`src/rtl/serial_sub_nbit.sv`:
```
// rtl/serial_sub_nbit.sv - bit-serial N-bit subtractor (A - B - bin), LSB first, start/done handshake
`timescale 1ns/1ps
module serial_sub_nbit #(
    parameter int WIDTH = 32
) (
    input  logic             clk,
    input  logic             rst_n,
    input  logic             start,
    input  logic [0:WIDTH-1] A,
    input  logic [0:WIDTH-1] B,
    input  logic             bin,
    output logic             ready,
    output logic             busy,
    output logic             done,
    output logic [0:WIDTH-1] Diff,
    output logic             bout,
    output logic             of
);
    localparam int CW = $clog2(WIDTH);
    localparam logic [CW-1:0] LAST = CW'(WIDTH - 1);

    typedef enum logic [1:0] {IDLE, RUN, DONE} state_t;

    state_t           state;
    logic [0:WIDTH-1] a_sh;
    logic [0:WIDTH-1] b_sh;
    logic             a_sign;
    logic             b_sign;
    logic             br;
    logic [CW-1:0]    cnt;
    logic             a_bit;
    logic             b_bit;
    logic             d;
    logic             br_next;

    assign a_bit   = a_sh[WIDTH-1];
    assign b_bit   = b_sh[WIDTH-1];
    assign d       = a_bit ^ b_bit ^ br;
    assign br_next = (~a_bit & b_bit) | (~(a_bit ^ b_bit) & br);

    assign ready = (state != RUN);
    assign busy  = (state == RUN);

    // a_sh doubles as the partial result: difference bits enter at the MSB
    // end as minuend bits leave at the LSB end.
    always_ff @(posedge clk or negedge rst_n) begin
        if (!rst_n) begin
            state  <= IDLE;
            a_sh   <= '0;
            b_sh   <= '0;
            a_sign <= 1'b0;
            b_sign <= 1'b0;
            br     <= 1'b0;
            cnt    <= '0;
            done   <= 1'b0;
            Diff   <= '0;
            bout   <= 1'b0;
            of     <= 1'b0;
        end else begin
            done <= 1'b0;
            case (state)
                IDLE, DONE: begin
                    if (start) begin
                        a_sh   <= A;
                        b_sh   <= B;
                        a_sign <= A[0];
                        b_sign <= B[0];
                        br     <= bin;
                        cnt    <= '0;
                        state  <= RUN;
                    end else begin
                        state <= IDLE;
                    end
                end
                RUN: begin
                    a_sh <= {d, a_sh[0:WIDTH-2]};
                    b_sh <= {1'b0, b_sh[0:WIDTH-2]};
                    br   <= br_next;
                    cnt  <= cnt + 1'b1;
                    if (cnt == LAST) begin
                        Diff  <= {d, a_sh[0:WIDTH-2]};
                        bout  <= br_next;
                        of    <= (a_sign != b_sign) && (d != a_sign);
                        done  <= 1'b1;
                        state <= DONE;
                    end
                end
                default: state <= IDLE;
            endcase
        end
    end
endmodule
```
`config.mk`:
```
export PLATFORM = sky130hd
export DESIGN_NAME = serial_sub_nbit
export DESIGN_NICKNAME = d
export VERILOG_FILES = /design/src/rtl/serial_sub_nbit.sv
export SDC_FILE = /design/constraint.sdc
export NUM_CORES = 1
export LEC_CHECK = 0
export BUFFER_PORTS_ARGS = -buffer_cell sky130_fd_sc_hd__clkbuf_2
export CELL_PAD_IN_SITES_DETAIL_PLACEMENT = 2
export CELL_PAD_IN_SITES_GLOBAL_PLACEMENT = 2
export CORE_MARGIN = 3
export CORE_UTILIZATION = 37
export DETAILED_ROUTE_END_ITERATION = 16
export GPL_ROUTABILITY_DRIVEN = 0
export GPL_TIMING_DRIVEN = 0
export PLACE_DENSITY = 0.82
export SLEW_MARGIN = 20
export SYNTH_ARGS = -nofsm -noshare
export SYNTH_HDL_FRONTEND = slang
export SYNTH_SLANG_ARGS = --single-unit
```
`constraint.sdc`:
```
create_clock -name clk -period 4.4 [get_ports clk]
set_input_delay 0.66 -clock clk [delete_from_list [all_inputs] [get_ports clk]]
set_output_delay 0.66 -clock clk [all_outputs]
set_load 0.01 [all_outputs]
```
==> impl_metrics.csv, run 1 <==
group,metric,value,unit
clock_network,cts_made_buffers,9,
sta,skew,7.19,ps
clock_network,cts_hold_buf,0,
setup_path,r2r_setup_slack,2300,ps
setup_path,crit_type,"flip-flop to output pin",
setup_path,worstPathRequired,3740,ps
setup_path,endpoint_kind,"output pin",
synthesis,synthCells,401,
floorplan,initial_core_util,38.2,%
clock_network,ctsRootBufferMaster,"clkbuf_16",
floorplan,rows,40,
sta,setup_slack,2060,ps
sta,hold_ws,209,ps
drt,drc,0,
synthesis,netlist_area,4630,um^2
floorplan,core_area,12100,um^2
power,power.density,732,nW/um^2
sta,setup_violations,0,
sta,max_slew_margin,65.1,%
synthesis,yosysSeqAreaShare,58.9,%
drt,wire_per_inst,19.8,um
place,io_buffers,104,
layout,drive_gt1_share,34.2,%
setup_path,crit_fanout,10,
sta,hold_viol,0,
drt,viasPerCell,5.23,
floorplan,fp.dieW,118,um
drt,vias,3605,
sta,rsz0062_at_grt,"no",
clock_network,cts_tree,"done",
clock_network,postCtsSetupBuffers,0,
setup_path,cp.arrival,1680,ps
global_routing,grt_pass1_vias,4094,
synthesis,syn-num-nets,472,
clock_network,clk_latency,350,ps
global_routing,gr-total-overflow,0,
clock_network,clock_path_buffers,2,
layout,antenna_cells,0,
global_routing,grt_usage,20.4,%
drt,postRouteWirelength,13.7,mm
synthesis,post_synth.cell_area_avg,11.5,um^2
place,pre_cts_ws,2300,ps
floorplan,die_area,13900,um^2
global_routing,antenna_found_initial,0,
sta,tightest_slew,523,ps
sta,fin_crit_sh,53.2,%
layout,area_delta_synth_final,23.4,%
global_routing,grt_max_degree,78,
power,ir_drop,0.000340,V
layout,num-fill-cells,1301,
drt,drt_pre_antenna_iters,4,
floorplan,die_h,118,um
layout,multiInputGateArea,1670,um^2
synthesis,ys_warn_count,0,
layout,seq_area,2730,um^2
drt,dr.first_iter.drc_count,191,
setup_path,reg2reg_from,"cnt[0]$_DFFE_PN0P_",
setup_path,r2r.worst_path.cells,7,
place,dp_hpwl,9.52,mm
synthesis,synth.distinct_cells,29,
sta,max_freq,0.427,GHz
run,maxCapViolations,0,
synthesis,synth-seq-cells,109,
setup_path,timing.rr.end,"Diff[16]$_DFFE_PN0P_",
sta,slew_viol_final,0,
clock_network,path_clk_slew,70,ps
clock_network,ctsResizeCount,0,
power,p_leak,2.89,nW
clock_network,htreeDepth,3,
floorplan,num_io_pins,105,
sta,min_period,2340,ps
layout,final_nets,588,
setup_path,start_kind,"flip-flop",
min_path,hp-class,"primary input to async pin",
status,status,"finished clean",
sta,finalSetupTns,0,ps
drt,ant_nets,0,
global_routing,grt_pass1_wl,22.2,mm
clock_network,clkSinkCount,109,
==> cells in the mapped netlist <==
cell type	count	share of area, %
dfrtp_1	109	59
nand2_1	67	5.4
nand3_1	62	6.7
a22oi_1	61	9.9
mux2_2	18	4.4
buf_2	15	1.6
mux2_4	14	4.5
clkbuf_1	8	0.65
buf_4	6	0.97
buf_6	5	1.2
inv_1	4	0.32
o21ai_0	4	0.43
a221o_1	3	0.65
a22o_1	3	0.57
a21o_1	2	0.32
ha_1	2	0.54
mux2i_1	2	0.43
nand2b_1	2	0.27
nor2_1	2	0.16
nor2b_1	2	0.27
nor3b_1	2	0.32
a21oi_1	1	0.11
and2_1	1	0.14
and3_1	1	0.14
fa_1	1	0.43
inv_4	1	0.14
nand3b_1	1	0.16
nand4_1	1	0.14
nor3_1	1	0.11
==> worst max-delay path by stage <==
| stage | from | to | depth (start not counted) |
|---|---|---|---|
| 2_1_floorplan | cnt[0]$_DFFE_PN0P_ | Diff[10]$_DFFE_PN0P_ | 7 |
| 3_3_place_gp | rst_n | b_sh[16]$_DFFE_PN0P_ | 1 |
| 3_5_place_dp | cnt[0]$_DFFE_PN0P_ | Diff[16]$_DFFE_PN0P_ | 7 |
| 4_1_cts | state[0]$_DFFE_PN0P_ | ready | 4 |
| 5_1_grt | state[0]$_DFFE_PN0P_ | ready | 4 |
| 6_report | state[0]$_DFFE_PN0P_ | ready | 4 |
==> final cells by class <==
| class | count | area share (%) |
|---|---|---|
| flip-flops and latches | 109 | 47.8 |
| multi-input cells | 253 | 29.3 |
| repair buffers | 105 | 9.75 |
| clock buffers | 11 | 4.25 |
| well taps | 168 | 3.68 |
| plain buffers | 34 | 3.62 |
| clock inverters | 4 | 1.27 |
| inverters | 5 | 0.372 |
==> cells in the final DEF, fill, tap and decap left out, types with 2 or more instances in the layout <==
master / synthesis / routed
buf_2: 15 / 15
o21ai_0: 4 / 4
clkbuf_1: 8 / 9
buf_6: 5 / 5
nand2_1: 67 / 67
a21o_1: 2 / 2
bufinv_16: 0 / 2
mux2i_1: 2 / 2
clkbuf_8: 0 / 2
a22oi_1: 61 / 61
nand2b_1: 2 / 2
a221o_1: 3 / 3
mux2_4: 14 / 14
inv_1: 4 / 4
nor3b_1: 2 / 2
nor2b_1: 2 / 2
buf_4: 6 / 6
nor2_1: 2 / 2
mux2_2: 18 / 18
ha_1: 2 / 2
dfrtp_1: 109 / 109
clkbuf_16: 0 / 9
clkbuf_2: 0 / 103
a22o_1: 3 / 3
nand3_1: 62 / 62
==> power by group <==
part	internal, mW	switching (mW)	leakage (nW)
Sequential	1.45	0.305	1.34
Clock	0.511	0.365	0.152
Combinational	0.698	0.849	1.41
Total	2.66	1.52	2.89
==> sequential cells by signal, indices dropped and copies added, names as in the netlist <==
name	flops
Diff	32
a_sh	32
a_sign	1
b_sh	32
b_sign	1
bout	1
br	1
cnt	5
done	1
of	1
state	2
==> metrics by stage <==
step	cells	cell area, um^2	utilization [%]	total power [mW]
global route	689	5710	47.1	4.50
detailed placement	674	5400	44.5	3.33
finish	689	5710	47.1	4.18
global placement	673	5360	44.2	3.18
floorplan	401	4630	-	2.73
CTS	689	5710	47.1	4.25
==> routing by layer <==
metal  up-vias  global-route usage [%]  wire length [um]  part of all wire (%)
li1       1663                       -                 -                     -
met1      1854                    24.7              5770                    42
met2        79                    35.8              7120                    52
met3         9                    6.58               677                   5.0
met4         0                    3.96               108                  0.79
met5         -                       0                 0                     0
==> logic make-up after synthesis <==
family	share of synthesized area, %
mux	9.35
buf+inv	4.92
fa+ha+maj	0.973
flops	58.9
simple gates	13.8
compound gates	12.0
==> worst max-delay path, cell delays in order, from the launching register on <==
cell and delay [ps]:
dfrtp_1 430, nand2b_1 100, buf_4 160, clkbuf_1 410, clkbuf_2 230
(Power assumes the default switching activity.)
==> run 2, diff against run 1 <==
--- a/config.mk
+++ b/config.mk
@@ -5,15 +5,16 @@
 export SDC_FILE = /design/constraint.sdc
 export NUM_CORES = 1
 export LEC_CHECK = 0
+export ABC_AREA = 1
 export BUFFER_PORTS_ARGS = -buffer_cell sky130_fd_sc_hd__clkbuf_2
 export CELL_PAD_IN_SITES_DETAIL_PLACEMENT = 2
 export CELL_PAD_IN_SITES_GLOBAL_PLACEMENT = 2
 export CORE_MARGIN = 3
-export CORE_UTILIZATION = 37
+export CORE_UTILIZATION = 27
 export DETAILED_ROUTE_END_ITERATION = 16
 export GPL_ROUTABILITY_DRIVEN = 0
 export GPL_TIMING_DRIVEN = 0
-export PLACE_DENSITY = 0.82
+export PLACE_DENSITY = 0.73
 export SLEW_MARGIN = 20
 export SYNTH_ARGS = -nofsm -noshare
 export SYNTH_HDL_FRONTEND = slang
==> constraint.sdc (replaced) <==
create_clock -name clk -period 2.04 [get_ports clk]
set_input_delay 0.306 -clock clk [delete_from_list [all_inputs] [get_ports clk]]
set_output_delay 0.306 -clock clk [all_outputs]
set_load 0.01 [all_outputs]
==> impl_metrics.csv, run 2 <==
group,metric,value,unit
status,status,"finished clean",
layout,area_delta_synth_final,22.9,%
synthesis,yosys_most_used_dff,"dfrtp_1",
setup_path,endpoint_kind,"flip-flop",
global_routing,antenna_found_initial,0,
sta,tightest_slew,499,ps
clock_network,cts_made_buffers,9,
setup_path,crit_type,"flip-flop to flip-flop",
setup_path,r2r.worst_path.cells,9,
setup_path,setup.worst_path.end,"Diff[3]$_DFFE_PN0P_",
setup_path,crit_fanout,10,
global_routing,grt_max_degree,85,
clock_network,htreeDepth,3,
sta,skew,4.63,ps
global_routing,grt_pass1_vias,4926,
setup_path,worstPathRequired,2330,ps
synthesis,synthCells,672,
layout,final_nets,860,
power,p_leak,3.57,nW
sta,hold_viol,0,
clock_network,path_clk_slew,70,ps
layout,layout_commonest_cell,"nand2_1",
synthesis,synth.area.top_cells,"dfrtp_1, nand2_1, inv_1, buf_2, ha_1",
synthesis,synthDominantCellAreaShare,55.3,%
drt,dr.first_iter.drc_count,142,
synthesis,netlist_area,4930,um^2
clock_network,cts_tree,"done",
setup_path,timing.rr.end,"Diff[3]$_DFFE_PN0P_",
setup_path,reg2reg_from,"cnt[0]$_DFFE_PN0P_",
global_routing,gr-total-overflow,0,
sta,rsz0062_at_grt,"no",
floorplan,num_io_pins,105,
setup_path,r2r_setup_slack,200,ps
setup_path,crit_chain,"ha_1 -> nand2_1 -> nor2_1 -> ha_1 -> nand2_1 -> buf_2 -> buf_2 -> nand2_1 -> nand2_1",
synthesis,syn-num-nets,743,
min_path,hp-class,"primary input to flip-flop",
synthesis,synth-edff-count,0,
sta,min_period,1840,ps
setup_path,slowest_stage,"dfrtp_1",
place,io_buffers,104,
setup_path,start_kind,"flip-flop",
sta,slew_viol_final,0,
run,maxCapViolations,0,
floorplan,core_area,17600,um^2
drt,postRouteWirelength,14.6,mm
synthesis,yosysSeqAreaShare,55.3,%
synthesis,ys_warn_count,0,
clock_network,ctsRootBufferMaster,"clkbuf_16",
setup_path,worst_path_largest_cell_delay,430,ps
drt,drc,0,
global_routing,grt_usage,15.1,%
setup_path,path_buf_inv,2,
layout,final_cell_mix,"nand2_1, dfrtp_1, clkbuf_2",
setup_path,path_common_cell,"nand2_1",
setup_path,critPathLaunch,"cnt[0]$_DFFE_PN0P_",
power,power.density,1530,nW/um^2
layout,fin_util,34.4,%
floorplan,initial_core_util,28.0,%
sta,max_freq,0.545,GHz
synthesis,synth.distinct_cells,17,
synthesis,yosys.cell_count.top_type,"nand2_1",
setup_path,path_delay_family,"buffers and inverters",
drt,drt_pre_antenna_iters,4,
clock_network,postCtsSetupBuffers,0,
drt,ant_nets,0,
power,ir_drop,0.000477,V
synthesis,synth-seq-cells,109,
drt,viasPerCell,4.35,
synthesis,post_synth.cell_area_avg,7.34,um^2
setup_path,cp.depth,9,
synthesis,synthArstFlopShare,100,%
floorplan,die_area,19900,um^2
sta,fin_crit_sh,90.0,%
place,dp_hpwl,10.7,mm
layout,antenna_cells,0,
floorplan,fp.dieW,141,um
clock_network,clkSinkCount,109,
sta,max_slew_margin,66.8,%
floorplan,rows,48,
drt,vias,4432,
clock_network,clk_latency,350,ps
power,power,9.27,mW
synthesis,synth.top_cells.by_count,"nand2_1, dfrtp_1, inv_1, buf_2",
layout,largestRegisters,"Diff: 32 flops, a_sh: 32 flops, b_sh: 32 flops",
clock_network,clock_path_buffers,2,
drt,wire_per_inst,14.3,um
floorplan,die_h,141,um
global_routing,grt_pass1_wl,24.3,mm
layout,drive_gt1_share,18.4,%
sta,setup_violations,0,
synthesis,synth_top_cell_by_area,"dfrtp_1",
setup_path,cp.arrival,2130,ps
[run 2: cell type report]
class,instances,area [um^2]
sequential,109,2730
tap,225,282
buffer,28,140
fill,2097,11500
clock inverter,5,25.0
inverter,77,289
multi-input combinational,458,1780
clock buffer,11,253
timing repair buffer,106,567
[run 2: where the power goes]
| group | total, mW | internal (mW) | switching (mW) |
|---|---|---|---|
| Combinational | 3.69 | 1.34 | 2.35 |
| Clock | 1.70 | 0.887 | 0.815 |
| Sequential | 3.89 | 3.21 | 0.676 |
| Total | 9.27 | 5.43 | 3.84 |
[run 2: cell families (layout without fill, tap and decap cells)]
kind of cell	Yosys count	in the layout	synth area share, %
AND/OR/NAND/NOR	449	449	34.5
adder cells (fa/ha/maj)	3	3	0.913
AO/OA/AOI/OAI	6	6	0.608
buffers and inverters	105	227	8.65
flip-flops	109	109	55.3
[run 2: how the worst min path moves through the flow]
stage	startpoint	to	slack, ps	depth (start not counted)
after detailed placement	rst_n	Diff[27]$_DFFE_PN0P_	210	1
after CTS	start	state[0]$_DFFE_PN0P_	210	3
final	start	state[0]$_DFFE_PN0P_	220	3
after global routing	start	state[0]$_DFFE_PN0P_	240	3
after floorplan	rst_n	Diff[0]$_DFFE_PN0P_	10	0
after global placement	Diff[15]$_DFFE_PN0P_	Diff[15]$_DFFE_PN0P_	460	2
[run 2: repair_timing]
| item | CTS | global route |
|---|---|---|
| resized for setup | 0 | 1 |
| hold buffers | 1 | 0 |
| hold endpoints to repair | 25 | 0 |
| setup endpoints to repair | 0 | 1 |
[run 2: layer usage]
layer  up-vias  wire, um  GRT usage [%]
met2        68      7190           26.7
met3        14       511           2.54
met5         -         0              0
li1       2175         -              -
met4         0       196           4.44
met1      2175      6670           19.0
[run 2: tightest hold or removal path, stage by stage]
cell and delay [ps]:
clkbuf_2 90, nand2_1 60, o21ai_0 70
[run 2: through the flow]
| stage | cells | hold WS [ps] | instance area [um^2] | setup slack (ps) | TNS [ps] |
|---|---|---|---|---|---|
| detailed placement | 1002 | 209 | 5770 | 174 | 0 |
| floorplan | 672 | 10.4 | 4930 | 541 | 0 |
| CTS | 1019 | 211 | 6060 | 148 | 0 |
| global route | 1019 | 243 | 6060 | 5.05 | 0 |
| finish | 1019 | 225 | 6060 | 205 | 0 |
| global placement | 1001 | 461 | 5740 | -1090 | -117980 |
==> run 3, diff against run 2 <==
--- a/config.mk
+++ b/config.mk
@@ -14,7 +14,7 @@
 export DETAILED_ROUTE_END_ITERATION = 16
 export GPL_ROUTABILITY_DRIVEN = 0
 export GPL_TIMING_DRIVEN = 0
-export PLACE_DENSITY = 0.73
+export PLACE_DENSITY_LB_ADDON = 0.1
 export SLEW_MARGIN = 20
 export SYNTH_ARGS = -nofsm -noshare
 export SYNTH_HDL_FRONTEND = slang
==> impl_metrics.csv, run 3 (synthesis results as in run 2) <==
group,metric,value,unit
clock_network,ctsRootBufferMaster,"clkbuf_16",
run,maxCapViolations,0,
sta,slew_viol_final,0,
setup_path,worstPathRequired,2330,ps
clock_network,postCtsSetupBuffers,0,
clock_network,path_clk_slew,70,ps
clock_network,clock_path_buffers,2,
floorplan,die_area,19900,um^2
sta,tightest_slew,537,ps
floorplan,rows,48,
drt,drt_pre_antenna_iters,4,
status,status,"finished clean",
sta,max_freq,0.537,GHz
power,p_leak,3.60,nW
setup_path,crit_fanout,10,
place,pre_cts_ws,130,ps
clock_network,cts_tree,"done",
sta,fin_crit_sh,91.2,%
layout,final_nets,860,
setup_path,critPathLaunch,"cnt[0]$_DFFE_PN0P_",
sta,hold_viol,0,
drt,postRouteWirelength,14.8,mm
floorplan,core_area,17600,um^2
sta,rsz0062_at_grt,"no",
setup_path,path_buf_inv,2,
drt,ant_nets,0,
global_routing,grt_pass1_wl,24.9,mm
setup_path,crit_chain,"ha_1 -> nand2_1 -> nor2_1 -> ha_1 -> nand2_1 -> buf_2 -> clkbuf_4 -> nand2_1 -> nand2_1",
place,placed_cell_area,5770,um^2
global_routing,gr-usage-met1,20.2,%
drt,dr.first_iter.drc_count,166,
layout,antenna_cells,0,
setup_path,crit_type,"flip-flop to flip-flop",
power,ir_drop,0.000511,V
power,clock_power_share,21.7,%
drt,drc,0,
floorplan,initial_core_util,28.0,%
global_routing,grt_max_degree,62,
drt,vias,4450,
setup_path,worst_path_largest_cell_delay,430,ps
sta,skew,7.18,ps
clock_network,clk_latency,350,ps
layout,num-fill-cells,2152,
floorplan,die_h,141,um
power,power.density,1590,nW/um^2
drt,viasPerCell,4.37,
min_path,hp-class,"primary input to flip-flop",
sta,setup_slack,179,ps
place,io_buffers,104,
layout,drive_gt1_share,18.4,%
layout,fin_cells,1019,
global_routing,grt.met3_usage,2.17,%
global_routing,grt-busiest-layer,"met2",
global_routing,grt_util_met2,26.6,%
power,p_int,5.82,mW
clock_network,cts_made_buffers,9,
place,dpl.cell_count,1002,
layout,layout_commonest_cell,"nand2_1",
sta,setup_violations,0,
layout,design_area,6140,um^2
sta,finalSetupTns,0,ps
global_routing,grt_pass1_vias,4964,
clock_network,htreeDepth,3,
floorplan,num_io_pins,105,
setup_path,cp.arrival,2150,ps
clock_network,clkSinkCount,109,
global_routing,gr-total-overflow,0,
min_path,min_from,"B[0]",
sta,max_slew_margin,64.2,%
power,swShare,40.4,%
layout,fin_util,34.9,%
place,dp_hpwl,10.7,mm
layout,seq_area,2730,um^2
setup_path,path_common_cell,"nand2_1",
global_routing,antenna_found_initial,0,
layout,area_delta_synth_final,24.5,%
setup_path,reg2reg_from,"cnt[0]$_DFFE_PN0P_",
setup_path,path_delay_family,"buffers and inverters",
power,power.net_switching,3.94,mW
layout,final_cell_mix,"nand2_1, dfrtp_1, clkbuf_2",
layout,largestRegisters,"Diff: 32 flops, a_sh: 32 flops, b_sh: 32 flops",
sta,min_period,1860,ps
setup_path,start_kind,"flip-flop",
drt,wire_per_inst,14.5,um
layout,multiInputGateArea,1780,um^2
setup_path,endpoint_kind,"flip-flop",
sta,hold_ws,178,ps
floorplan,fp.dieW,141,um
power,pwr-share-comb,38.3,%
setup_path,slowest_stage,"dfrtp_1",
power,power,9.76,mW
power,power_frac_seq,40.0,%
global_routing,grt_usage,15.6,%
run 3: changes by cell type in the layout (fill, tap and decap cells not counted):
cell        change
clkinv_2        -5
clkinvlp_4      +1
bufinv_16       +3
clkinv_4        +1
run 3: cell type report:
class                           instances  area share (%)
Inverter                               77            4.70
Buffer                                 28            2.28
Timing Repair Buffer                  106            9.23
Multi-Input combinational cell        458            29.0
Sequential cell                       109            44.4
Clock inverter                          5            1.73
Clock buffer                           11            4.11
Tap cell                              225            4.58
run 3: worst register-to-register path: cells and delay by family, from the launching register on:
kind / cells / cell delay, ps
fa+ha+maj: 2 / 410
buf+inv: 2 / 560
flops: 1 / 430
simple gates: 5 / 410
run 3: what timing repair did:
action                     in CTS  in global routing
gates resized for setup         0                  1
setup endpoints to repair       0                  5
hold endpoints to repair       60                  0
hold buffers                    1                  0
run 3: per-layer routing:
| layer | share of wire, % | vias to the layer above |
|---|---|---|
| met3 | 3.0 | 15 |
| met5 | 0 | - |
| met4 | 2.0 | 0 |
| met1 | 47 | 2187 |
| met2 | 48 | 72 |
| li1 | - | 2176 |
run 3: power by group through the flow:
stage | registers, mW | clock network (mW) | logic, mW
final | 3.90 | 2.12 | 3.73
after global routing | 4.06 | 2.28 | 4.45
after CTS | 3.92 | 2.20 | 3.90
after detailed placement | 3.94 | 0 | 3.84
after global placement | 3.86 | 0 | 3.60
after floorplan | 3.89 | 0 | 2.39
run 3: final timing paths:
path / to / slack (ps) / cells past startpoint
setup / recovery: Diff[3]$_DFFE_PN0P_ / 180 / 9
hold / removal: b_sh[0]$_DFFE_PN0P_ / 180 / 3
setup reg to reg: Diff[3]$_DFFE_PN0P_ / 180 / 9
hold reg to reg: cnt[4]$_DFFE_PN0P_ / 480 / 2
max in group asynchronous: a_sh[2]$_DFFE_PN0P_ / 900 / 3
min in group asynchronous: Diff[27]$_DFFE_PN0P_ / 500 / 2
